[src/rtl/branch_resolve_if.sv]
// Bundle between the ID-stage branch resolver and the pipeline around it.
// The master side drives operands, selects and hazard inputs; the slave side is the resolver.
interface branch_resolve_if #(
    parameter int DATA_WIDTH = 32,
    parameter int CNT_WIDTH  = 16
);
    logic                  flush;
    logic                  branch_valid;
    logic                  branch_ne;
    logic [DATA_WIDTH-1:0] pc_plus4;
    logic [DATA_WIDTH-1:0] imm_ext;
    logic [DATA_WIDTH-1:0] rs_data;
    logic [DATA_WIDTH-1:0] rt_data;
    logic [DATA_WIDTH-1:0] ex_result;
    logic [DATA_WIDTH-1:0] ex_mem_result;
    logic [DATA_WIDTH-1:0] mem_mux;
    logic [1:0]            FwdCtrl_1;
    logic [1:0]            FwdCtrl_2;
    logic                  ID_EX_MemRead;
    logic                  EX_MEM_MemRead;
    logic                  stall;
    logic                  bubble;
    logic                  pc_src;
    logic [DATA_WIDTH-1:0] branch_target;
    logic                  flush_if_id;
    logic [CNT_WIDTH-1:0]  branch_cnt;
    logic [CNT_WIDTH-1:0]  taken_cnt;
    logic [CNT_WIDTH-1:0]  stall_cycles;

    modport master (
        output flush, branch_valid, branch_ne, pc_plus4, imm_ext, rs_data, rt_data,
               ex_result, ex_mem_result, mem_mux, FwdCtrl_1, FwdCtrl_2,
               ID_EX_MemRead, EX_MEM_MemRead,
        input  stall, bubble, pc_src, branch_target, flush_if_id,
               branch_cnt, taken_cnt, stall_cycles
    );

    modport slave (
        input  flush, branch_valid, branch_ne, pc_plus4, imm_ext, rs_data, rt_data,
               ex_result, ex_mem_result, mem_mux, FwdCtrl_1, FwdCtrl_2,
               ID_EX_MemRead, EX_MEM_MemRead,
        output stall, bubble, pc_src, branch_target, flush_if_id,
               branch_cnt, taken_cnt, stall_cycles
    );
endinterface

[src/rtl/branch_resolve_unit.sv]
// ID-stage beq/bne resolver with stall-countdown FSM and saturating perf counters.
// Define BRANCH_EX_FWD_EN to resolve directly from ex_result for non-load EX producers.
//
// state   | meaning
// IDLE    | no branch pending; resolve now or start a stall
// STALL   | waiting for a producer; stall/bubble asserted
// RESOLVE | operands ready; decide the branch and return to IDLE
module branch_resolve_unit #(
    parameter int DATA_WIDTH = 32,
    parameter int CNT_WIDTH  = 16
) (
    input logic             clk,
    input logic             reset,
    branch_resolve_if.slave bus
);
    typedef enum logic [1:0] {IDLE, STALL, RESOLVE} state_t;

    state_t                state_q, state_d;
    logic [1:0]            count_q, count_d;
    logic [CNT_WIDTH-1:0]  branch_cnt_q, branch_cnt_d;
    logic [CNT_WIDTH-1:0]  taken_cnt_q, taken_cnt_d;
    logic [CNT_WIDTH-1:0]  stall_cycles_q, stall_cycles_d;

    logic [DATA_WIDTH-1:0] op_a, op_b;
    logic                  taken;
    logic                  sel_ex, sel_mem;
    logic                  load_ex_haz, load_mem_haz, alu_ex_haz, hazard;
    logic [1:0]            stall_len;
    logic                  stall_o, resolve;

    function automatic logic [DATA_WIDTH-1:0] fwd_mux(input logic [1:0] sel,
                                                      input logic [DATA_WIDTH-1:0] reg_val);
        case (sel)
            2'b01:   return bus.ex_mem_result;
            2'b10:   return bus.mem_mux;
            2'b11:   return bus.ex_result;
            default: return reg_val;
        endcase
    endfunction

    function automatic logic [CNT_WIDTH-1:0] sat_inc(input logic [CNT_WIDTH-1:0] v);
        return (&v) ? v : v + 1'b1;
    endfunction

    assign op_a  = fwd_mux(bus.FwdCtrl_1, bus.rs_data);
    assign op_b  = fwd_mux(bus.FwdCtrl_2, bus.rt_data);
    assign taken = bus.branch_ne ^ (op_a == op_b);

    assign bus.branch_target = bus.pc_plus4 + (bus.imm_ext << 2);

    assign sel_ex       = (bus.FwdCtrl_1 == 2'b11) || (bus.FwdCtrl_2 == 2'b11);
    assign sel_mem      = (bus.FwdCtrl_1 == 2'b01) || (bus.FwdCtrl_2 == 2'b01);
    assign load_ex_haz  = sel_ex && bus.ID_EX_MemRead;
    assign load_mem_haz = sel_mem && bus.EX_MEM_MemRead;
`ifdef BRANCH_EX_FWD_EN
    assign alu_ex_haz   = 1'b0;
`else
    assign alu_ex_haz   = sel_ex;
`endif
    assign hazard    = load_ex_haz || load_mem_haz || alu_ex_haz;
    assign stall_len = load_ex_haz ? 2'd2 : 2'd1;

    always_comb begin
        state_d = state_q;
        count_d = count_q;
        stall_o = 1'b0;
        resolve = 1'b0;
        if (reset || bus.flush) begin
            state_d = IDLE;
            count_d = 2'd0;
        end else begin
            case (state_q)
                IDLE: begin
                    if (bus.branch_valid) begin
                        if (hazard) begin
                            stall_o = 1'b1;
                            count_d = stall_len - 2'd1;
                            state_d = (stall_len == 2'd1) ? RESOLVE : STALL;
                        end else begin
                            resolve = 1'b1;
                        end
                    end
                end
                STALL: begin
                    // a vanished branch is treated exactly like a flush
                    if (!bus.branch_valid) begin
                        state_d = IDLE;
                        count_d = 2'd0;
                    end else begin
                        stall_o = 1'b1;
                        count_d = (count_q == 2'd0) ? 2'd0 : count_q - 2'd1;
                        if (count_d == 2'd0) state_d = RESOLVE;
                    end
                end
                RESOLVE: begin
                    state_d = IDLE;
                    count_d = 2'd0;
                    resolve = bus.branch_valid;
                end
                default: begin
                    state_d = IDLE;
                    count_d = 2'd0;
                end
            endcase
        end
    end

    always_comb begin
        branch_cnt_d   = branch_cnt_q;
        taken_cnt_d    = taken_cnt_q;
        stall_cycles_d = stall_cycles_q;
        if (resolve) begin
            branch_cnt_d = sat_inc(branch_cnt_q);
            if (taken) taken_cnt_d = sat_inc(taken_cnt_q);
        end
        if (stall_o) stall_cycles_d = sat_inc(stall_cycles_q);
    end

    always_ff @(posedge clk) begin
        if (reset) begin
            state_q        <= IDLE;
            count_q        <= 2'd0;
            branch_cnt_q   <= '0;
            taken_cnt_q    <= '0;
            stall_cycles_q <= '0;
        end else begin
            state_q        <= state_d;
            count_q        <= count_d;
            branch_cnt_q   <= branch_cnt_d;
            taken_cnt_q    <= taken_cnt_d;
            stall_cycles_q <= stall_cycles_d;
        end
    end

    assign bus.stall        = stall_o;
    assign bus.bubble       = stall_o;
    assign bus.pc_src       = resolve && taken;
    assign bus.flush_if_id  = resolve && taken;
    assign bus.branch_cnt   = branch_cnt_q;
    assign bus.taken_cnt    = taken_cnt_q;
    assign bus.stall_cycles = stall_cycles_q;

`ifndef SYNTHESIS
    // the forwarding unit must have cleared every hazard by the time we resolve
    a_no_hazard_in_resolve: assert property (@(posedge clk) disable iff (reset)
        (state_q == RESOLVE && bus.branch_valid && !bus.flush) |-> !hazard);
`endif
endmodule

[src/flat_wrapper.sv]
// flat-port wrapper written by rule: the top's interface ports become plain ports
module branch_resolve_unit_flat 
#(
    parameter int DATA_WIDTH = 32,
    parameter int CNT_WIDTH  = 16
)
  (clk, reset, bus_flush, bus_branch_valid, bus_branch_ne, bus_pc_plus4, bus_imm_ext, bus_rs_data, bus_rt_data, bus_ex_result, bus_ex_mem_result, bus_mem_mux, bus_FwdCtrl_1, bus_FwdCtrl_2, bus_ID_EX_MemRead, bus_EX_MEM_MemRead, bus_stall, bus_bubble, bus_pc_src, bus_branch_target, bus_flush_if_id, bus_branch_cnt, bus_taken_cnt, bus_stall_cycles);
  branch_resolve_if #(.DATA_WIDTH(DATA_WIDTH), .CNT_WIDTH(CNT_WIDTH)) bus_i ();
  input logic clk;
  input logic reset;
  input wire logic [$bits(bus_i.flush)-1:0] bus_flush;
  input wire logic [$bits(bus_i.branch_valid)-1:0] bus_branch_valid;
  input wire logic [$bits(bus_i.branch_ne)-1:0] bus_branch_ne;
  input wire logic [$bits(bus_i.pc_plus4)-1:0] bus_pc_plus4;
  input wire logic [$bits(bus_i.imm_ext)-1:0] bus_imm_ext;
  input wire logic [$bits(bus_i.rs_data)-1:0] bus_rs_data;
  input wire logic [$bits(bus_i.rt_data)-1:0] bus_rt_data;
  input wire logic [$bits(bus_i.ex_result)-1:0] bus_ex_result;
  input wire logic [$bits(bus_i.ex_mem_result)-1:0] bus_ex_mem_result;
  input wire logic [$bits(bus_i.mem_mux)-1:0] bus_mem_mux;
  input wire logic [$bits(bus_i.FwdCtrl_1)-1:0] bus_FwdCtrl_1;
  input wire logic [$bits(bus_i.FwdCtrl_2)-1:0] bus_FwdCtrl_2;
  input wire logic [$bits(bus_i.ID_EX_MemRead)-1:0] bus_ID_EX_MemRead;
  input wire logic [$bits(bus_i.EX_MEM_MemRead)-1:0] bus_EX_MEM_MemRead;
  output wire logic [$bits(bus_i.stall)-1:0] bus_stall;
  output wire logic [$bits(bus_i.bubble)-1:0] bus_bubble;
  output wire logic [$bits(bus_i.pc_src)-1:0] bus_pc_src;
  output wire logic [$bits(bus_i.branch_target)-1:0] bus_branch_target;
  output wire logic [$bits(bus_i.flush_if_id)-1:0] bus_flush_if_id;
  output wire logic [$bits(bus_i.branch_cnt)-1:0] bus_branch_cnt;
  output wire logic [$bits(bus_i.taken_cnt)-1:0] bus_taken_cnt;
  output wire logic [$bits(bus_i.stall_cycles)-1:0] bus_stall_cycles;
  assign bus_i.flush = bus_flush;
  assign bus_i.branch_valid = bus_branch_valid;
  assign bus_i.branch_ne = bus_branch_ne;
  assign bus_i.pc_plus4 = bus_pc_plus4;
  assign bus_i.imm_ext = bus_imm_ext;
  assign bus_i.rs_data = bus_rs_data;
  assign bus_i.rt_data = bus_rt_data;
  assign bus_i.ex_result = bus_ex_result;
  assign bus_i.ex_mem_result = bus_ex_mem_result;
  assign bus_i.mem_mux = bus_mem_mux;
  assign bus_i.FwdCtrl_1 = bus_FwdCtrl_1;
  assign bus_i.FwdCtrl_2 = bus_FwdCtrl_2;
  assign bus_i.ID_EX_MemRead = bus_ID_EX_MemRead;
  assign bus_i.EX_MEM_MemRead = bus_EX_MEM_MemRead;
  assign bus_stall = bus_i.stall;
  assign bus_bubble = bus_i.bubble;
  assign bus_pc_src = bus_i.pc_src;
  assign bus_branch_target = bus_i.branch_target;
  assign bus_flush_if_id = bus_i.flush_if_id;
  assign bus_branch_cnt = bus_i.branch_cnt;
  assign bus_taken_cnt = bus_i.taken_cnt;
  assign bus_stall_cycles = bus_i.stall_cycles;
  branch_resolve_unit #(.DATA_WIDTH(DATA_WIDTH), .CNT_WIDTH(CNT_WIDTH)) u_core (.clk(clk), .reset(reset), .bus(bus_i));
endmodule
[config.mk]
export PLATFORM = sky130hd
export DESIGN_NAME = branch_resolve_unit_flat
export DESIGN_NICKNAME = d
export VERILOG_FILES = /design/src/rtl/branch_resolve_if.sv /design/src/rtl/branch_resolve_unit.sv /design/src/flat_wrapper.sv
export SDC_FILE = /design/constraint.sdc
export NUM_CORES = 1
export LEC_CHECK = 0
export BUFFER_PORTS_ARGS = -buffer_cell sky130_fd_sc_hd__buf_2
export CAP_MARGIN = 10
export CELL_PAD_IN_SITES_DETAIL_PLACEMENT = 1
export CELL_PAD_IN_SITES_GLOBAL_PLACEMENT = 1
export CORE_UTILIZATION = 30
export DETAILED_ROUTE_END_ITERATION = 8
export PLACE_DENSITY_LB_ADDON = 0.08
export SLEW_MARGIN = 25
export SYNTH_ARGS = -nofsm -noshare
export SYNTH_HDL_FRONTEND = slang
export SYNTH_SLANG_ARGS = --single-unit
[constraint.sdc]
create_clock -name clk -period 3.1 [get_ports clk]
set_clock_uncertainty 0.1 [all_clocks]
set_input_delay 0.31 -clock clk [delete_from_list [all_inputs] [get_ports clk]]
set_output_delay 0.31 -clock clk [all_outputs]
set_load 0.01 [all_outputs]
### Word-level counts from Yosys, hierarchy flattened

Cells that the tools add are included.

| storage, ports and cells | value |
|---|---|
| bits in registers | 52 |
| bits in latches | 0 |
| RAM bits | 0 |
| ROM bits | 0 |
| output and inout port bits | 84 |
| word-level logic and storage cells | 71 |
| memories kept | 0 |

| operators by class | value |
|---|---|
| add/sub/neg operators | 6 |
| multipliers | 0 |
| div/mod/pow operators | 0 |
| $lt $le $gt $ge | 0 |
| equal/unequal tests | 13 |
| shifts and indexed selects | 0 |
| mux-type cells | 23 |
| bitwise gates (word level) | 4 |
| reductions and logical operators | 20 |

Operators with widths:

| kind | count |
|---|---|
| $pmux W32 S3 | 2 |
| $add A16 B1 Y16 const B | 3 |
| $reduce_and A16 Y1 | 3 |
| $add A32 B32 Y32 | 1 |
| $eq A32 B32 Y1 | 1 |
| $mux W2 | 10 |
| $eq A2 B2 Y1 const B | 5 |
| $eq A2 B1 Y1 const B | 4 |
| $pmux W2 S2 | 2 |
| $mux W1 | 7 |
| $logic_not A2 Y1 | 3 |
| $reduce_and A2 Y1 | 3 |
| $reduce_and A3 Y1 | 2 |
| $logic_or A1 B1 Y1 | 5 |
| $pmux W1 S2 | 2 |
| $sub A2 B1 Y2 const B | 2 |
| $logic_and A1 B1 Y1 | 3 |
| $ne A3 B2 Y1 const B | 1 |
| $not A1 Y1 | 3 |
| $ne A2 B1 Y1 const B | 1 |
| $ne A2 B2 Y1 const B | 1 |
| $reduce_or A2 Y1 | 1 |
| $xor A1 B1 Y1 | 1 |

### Longest topological paths before layout

| logic depth | value |
|---|---|
| depth in word-level cells | 10 |
| depth in mapped cells | 11 |

### Least setup slack after synthesis

No wires, ideal clock.

| path | value |
|---|---|
| kind | input port to output port |
| from | input bus_imm_ext[0] |
| to | output bus_branch_target[28] |
| arrival time | 2903 ps |
| data required time | 2690 ps |
| setup slack | -213 ps |
| stages | 10 |
| buffers on the path | 0 |
| cells stage by stage | ha_1 -> fa_1 -> a21o_1 -> a21oi_1 -> o21a_1 -> o311ai_0 -> a2111oi_0 -> o31ai_1 -> a21o_1 -> xor2_1 |

| on the way | value |
|---|---|
| word-level cells in the longest chain between the ends | 1 |

RTL lines:

| element | RTL line | RTL |
|---|---|---|
| start: declaration | flat_wrapper.sv:15 | `input wire logic [$bits(bus_i.imm_ext)-1:0] bus_imm_ext;` |
| $add A32 B32 Y32 | branch_resolve_unit.sv:49 | `assign bus.branch_target = bus.pc_plus4 + (bus.imm_ext << 2);` |
| end: declaration | flat_wrapper.sv:28 | `output wire logic [$bits(bus_i.branch_target)-1:0] bus_branch_target;` |

No other way between the ends.

### Final worst setup path

| path | value |
|---|---|
| from | input bus_pc_plus4[2] |
| to | output bus_branch_target[18] |

| on the way | value |
|---|---|
| word-level cells in the longest chain between the ends | 1 |

RTL lines:

| element | RTL line | RTL |
|---|---|---|
| start: declaration | flat_wrapper.sv:14 | `input wire logic [$bits(bus_i.pc_plus4)-1:0] bus_pc_plus4;` |
| $add A32 B32 Y32 | branch_resolve_unit.sv:49 |  |

No other way between the ends.

==> qor.txt <==
failing checks = negative setup slack
Hold WC Path Type = input port to flop
sequential area share after synthesis = 17.7%
Final Cell Area = 8890 um2
crit path capture type = output port
RSZ-0062 raised after global routing = true
DR WL/cell = 19.4 um
Starting Density = 31.0%
boundary pin count = 319
Final Net Count = 1255
clock power share = 27.5%
Post-Syn Nets = 876
Cell variety after synth = 64
Gate Count Post-Synth = 608
YS warnings = 0
sw frac = 31.6%
WHS Path Cells = 3
RR Startpoint = u_core.state_q[1]
Comb pwr share = 46.1%
Post-DP HPWL = 20600 um
Cell Pwr Density = 287 nW/um2
Final Max Tran Viols = 0
Finished Core Util = 46.9%
P_leak = 4.04 nW
vias in the first global route = 7012
htree depth = 2
TritonCTS clock tree = done
reg2reg setup slack = 0.33 ns
Clock transition at path regs = 0.07 ns
Synth top cells by count = nor2_1 (63), mux4_2 (57), xor2_1 (55)
total gr overflow = 0
sequential share of power = 26.4%
area delta synth->final = 51.2%
element type at the critical path start = input port
placed cell areas = 8160 um2
Post-synth EDFFs = 0
clk_lat worst skew = 0.29 ns
share of cells above drive strength 1 = 51.9%
minimum clock period = 3.12 ns
Tightest Pin Transition = 0.630 ns
fmax = 0.321 GHz
Hold Path Sink = u_core.count_q[0]
Core ar. = 19000 um2
hold wc startpoint = bus_flush
Main synth FF type = dfxtp_1
initial antenna violation count = 18
cell count of the worst reg-to-reg path = 7
final setup fails = 1
crit path DAT = 2.71 ns
largest net degree at the start of global routing = 52
Worst Setup Path Type = input port to output port
die span in x = 142 um
via density per instance = 5.23
CP required = 2.69 ns
worst reg2reg endpoint = u_core.bus.stall_cycles[15]
first-pass GRT wire length = 36700 um
DR vias = 6605
crit path max fanout = 3
final hold vios = 0
ys async rst share = 0%
period utilization = 101%
DRT antenna net count = 0
synth top area cells = mux4_2 (22%), dfxtp_1 (18%), xor2_1 (8.2%)
status = finished, violations left
Num Clock Sinks = 52
Fillers = 2283
Syn Area/Cell = 9.67 um2
DRC viols = 0
Place WS = -0.433 ns
PortBufs = 312
chip height = 142 um
clk buf depth = 2
Initial DRT Pass Iterations = 4
Final Wtd Congestion = 0.890
total internal power = 1.74 mW
post-synth top area share = 21.8%
Power, Total = 2.55 mW
Max VDD drop = 0.245 mV
total track usage = 23.4%
standard-cell rows = 50
DRT iter0 DRCs = 227
routed wire length = 24500 um
count leader, synth = nor2_1
#FFs+latches synth = 52
Post-Syn Area = 5880 um2
area of the die = 20200 um2
Yosys top cell by area = mux4_2
Final WS setup = -0.0178 ns
CTS Buf Count = 5
slew margin rel. = 57.6%
Sw Pwr = 807 uW
max-cap viol count = 0
Hold WS = 0.218 ns
root buffer cell = clkbuf_16
-- cell type report --
type,instances,area [um2],share of cell area [%]
clock inverter,2,60.1,0.675
antenna,16,40.0,0.450
tap,260,325,3.66
clock buffer,5,125,1.41
multi-input combinational,511,4810,54.1
inverter,17,63.8,0.718
sequential,52,1040,11.7
timing repair buffer,400,2430,27.3
-- critical path, cell delays in order --
cell	delay [ns]
buf_6	0.10
ha_4	0.15
fa_2	0.35
a21o_1	0.20
a21oi_2	0.15
o21a_2	0.19
buf_6	0.12
o311ai_4	0.08
a311oi_1	0.31
buf_4	0.18
o21bai_1	0.08
a21oi_1	0.20
xnor2_1	0.13
buf_2	0.15
-- worst max path at each step --
stage                                from                     to  slack, ns  cells past startpoint
after detailed placement   bus_imm_ext[0]  bus_branch_target[28]      -0.43                     13
after floorplan            bus_imm_ext[0]  bus_branch_target[30]      -0.02                      9
after CTS                  bus_imm_ext[0]  bus_branch_target[28]      -0.05                     13
after global routing      bus_pc_plus4[2]  bus_branch_target[18]      -0.10                     14
final                     bus_pc_plus4[2]  bus_branch_target[18]      -0.02                     14
after global placement     bus_imm_ext[0]  bus_branch_target[28]      -0.34                     13
-- metal layers --
layer / vias to the layer above / GRT usage (%) / part of all wire (%)
met4: 8 / 8.94 / 3.0
met2: 216 / 44.3 / 54
met3: 44 / 4.24 / 5.1
met1: 3223 / 25.8 / 38
met5: - / 0 / 0.19
li1: 3114 / - / -
-- through the flow --
step	TNS (ns)	instances
2_1_floorplan	-0.0349	608
6_report	-0.0178	1263
3_3_place_gp	-4.04	1220
3_5_place_dp	-6.07	1220
4_1_cts	-0.0959	1241
5_1_grt	-0.319	1260
-- power groups by stage --
stage / clock (mW) / combinational (mW) / sequential, mW
after global placement: 0 / 1.05 / 0.688
after global routing: 0.748 / 1.27 / 0.673
after floorplan: 0 / 0.611 / 0.689
final: 0.703 / 1.18 / 0.673
after detailed placement: 0 / 1.08 / 0.689
after CTS: 0.721 / 1.12 / 0.673
-- cell usage in the layout (no fill, tap or decap), types with 5 or more instances in the layout --
master     instances
buf_6              6
and4_1             5
buf_4             73
nor2b_1            7
o21ai_0           16
nand2_1           36
mux4_1             7
mux4_2            57
buf_12             9
o21bai_1           6
nor3_1             8
ha_1              31
a21o_1            11
nand4_1           12
nor4_2             8
diode_2           16
or3_1              5
inv_1             17
dfxtp_1           52
and3_1             7
or2_2              5
nand3_1           25
xor2_1            53
nor2_1            60
xnor2_1           33
buf_2            308
o21ai_1            6
a21oi_1           31
clkbuf_16          8
-- repair_timing --
item / CTS / global route
cloned: 0 / 3
hold buffers: 0 / 0
gates resized for setup: 18 / 51
pin swaps: 14 / 31
setup buffers: 14 / 6
setup endpoints to repair: 13 / 24
-- flip-flops by register name, summed over array words and instances (netlist names) --
| name | count |
|---|---|
| u_core.state_q | 2 |
| u_core.count_q | 2 |
| u_core.bus.stall_cycles | 16 |
| u_core.bus.taken_cnt | 16 |
| u_core.bus.branch_cnt | 16 |
-- cell families after synthesis --
kind of cell	share of synthesized area (%)
AOI/OAI and AO/OA	13.6
muxes	26.4
buffers and inverters	4.53
xor gates and xnor gates	13.1
DFF	17.7
adders and majority gates	7.15
and+or+nand+nor	17.5
No activity file was read; power rests on OpenSTA's default activity.
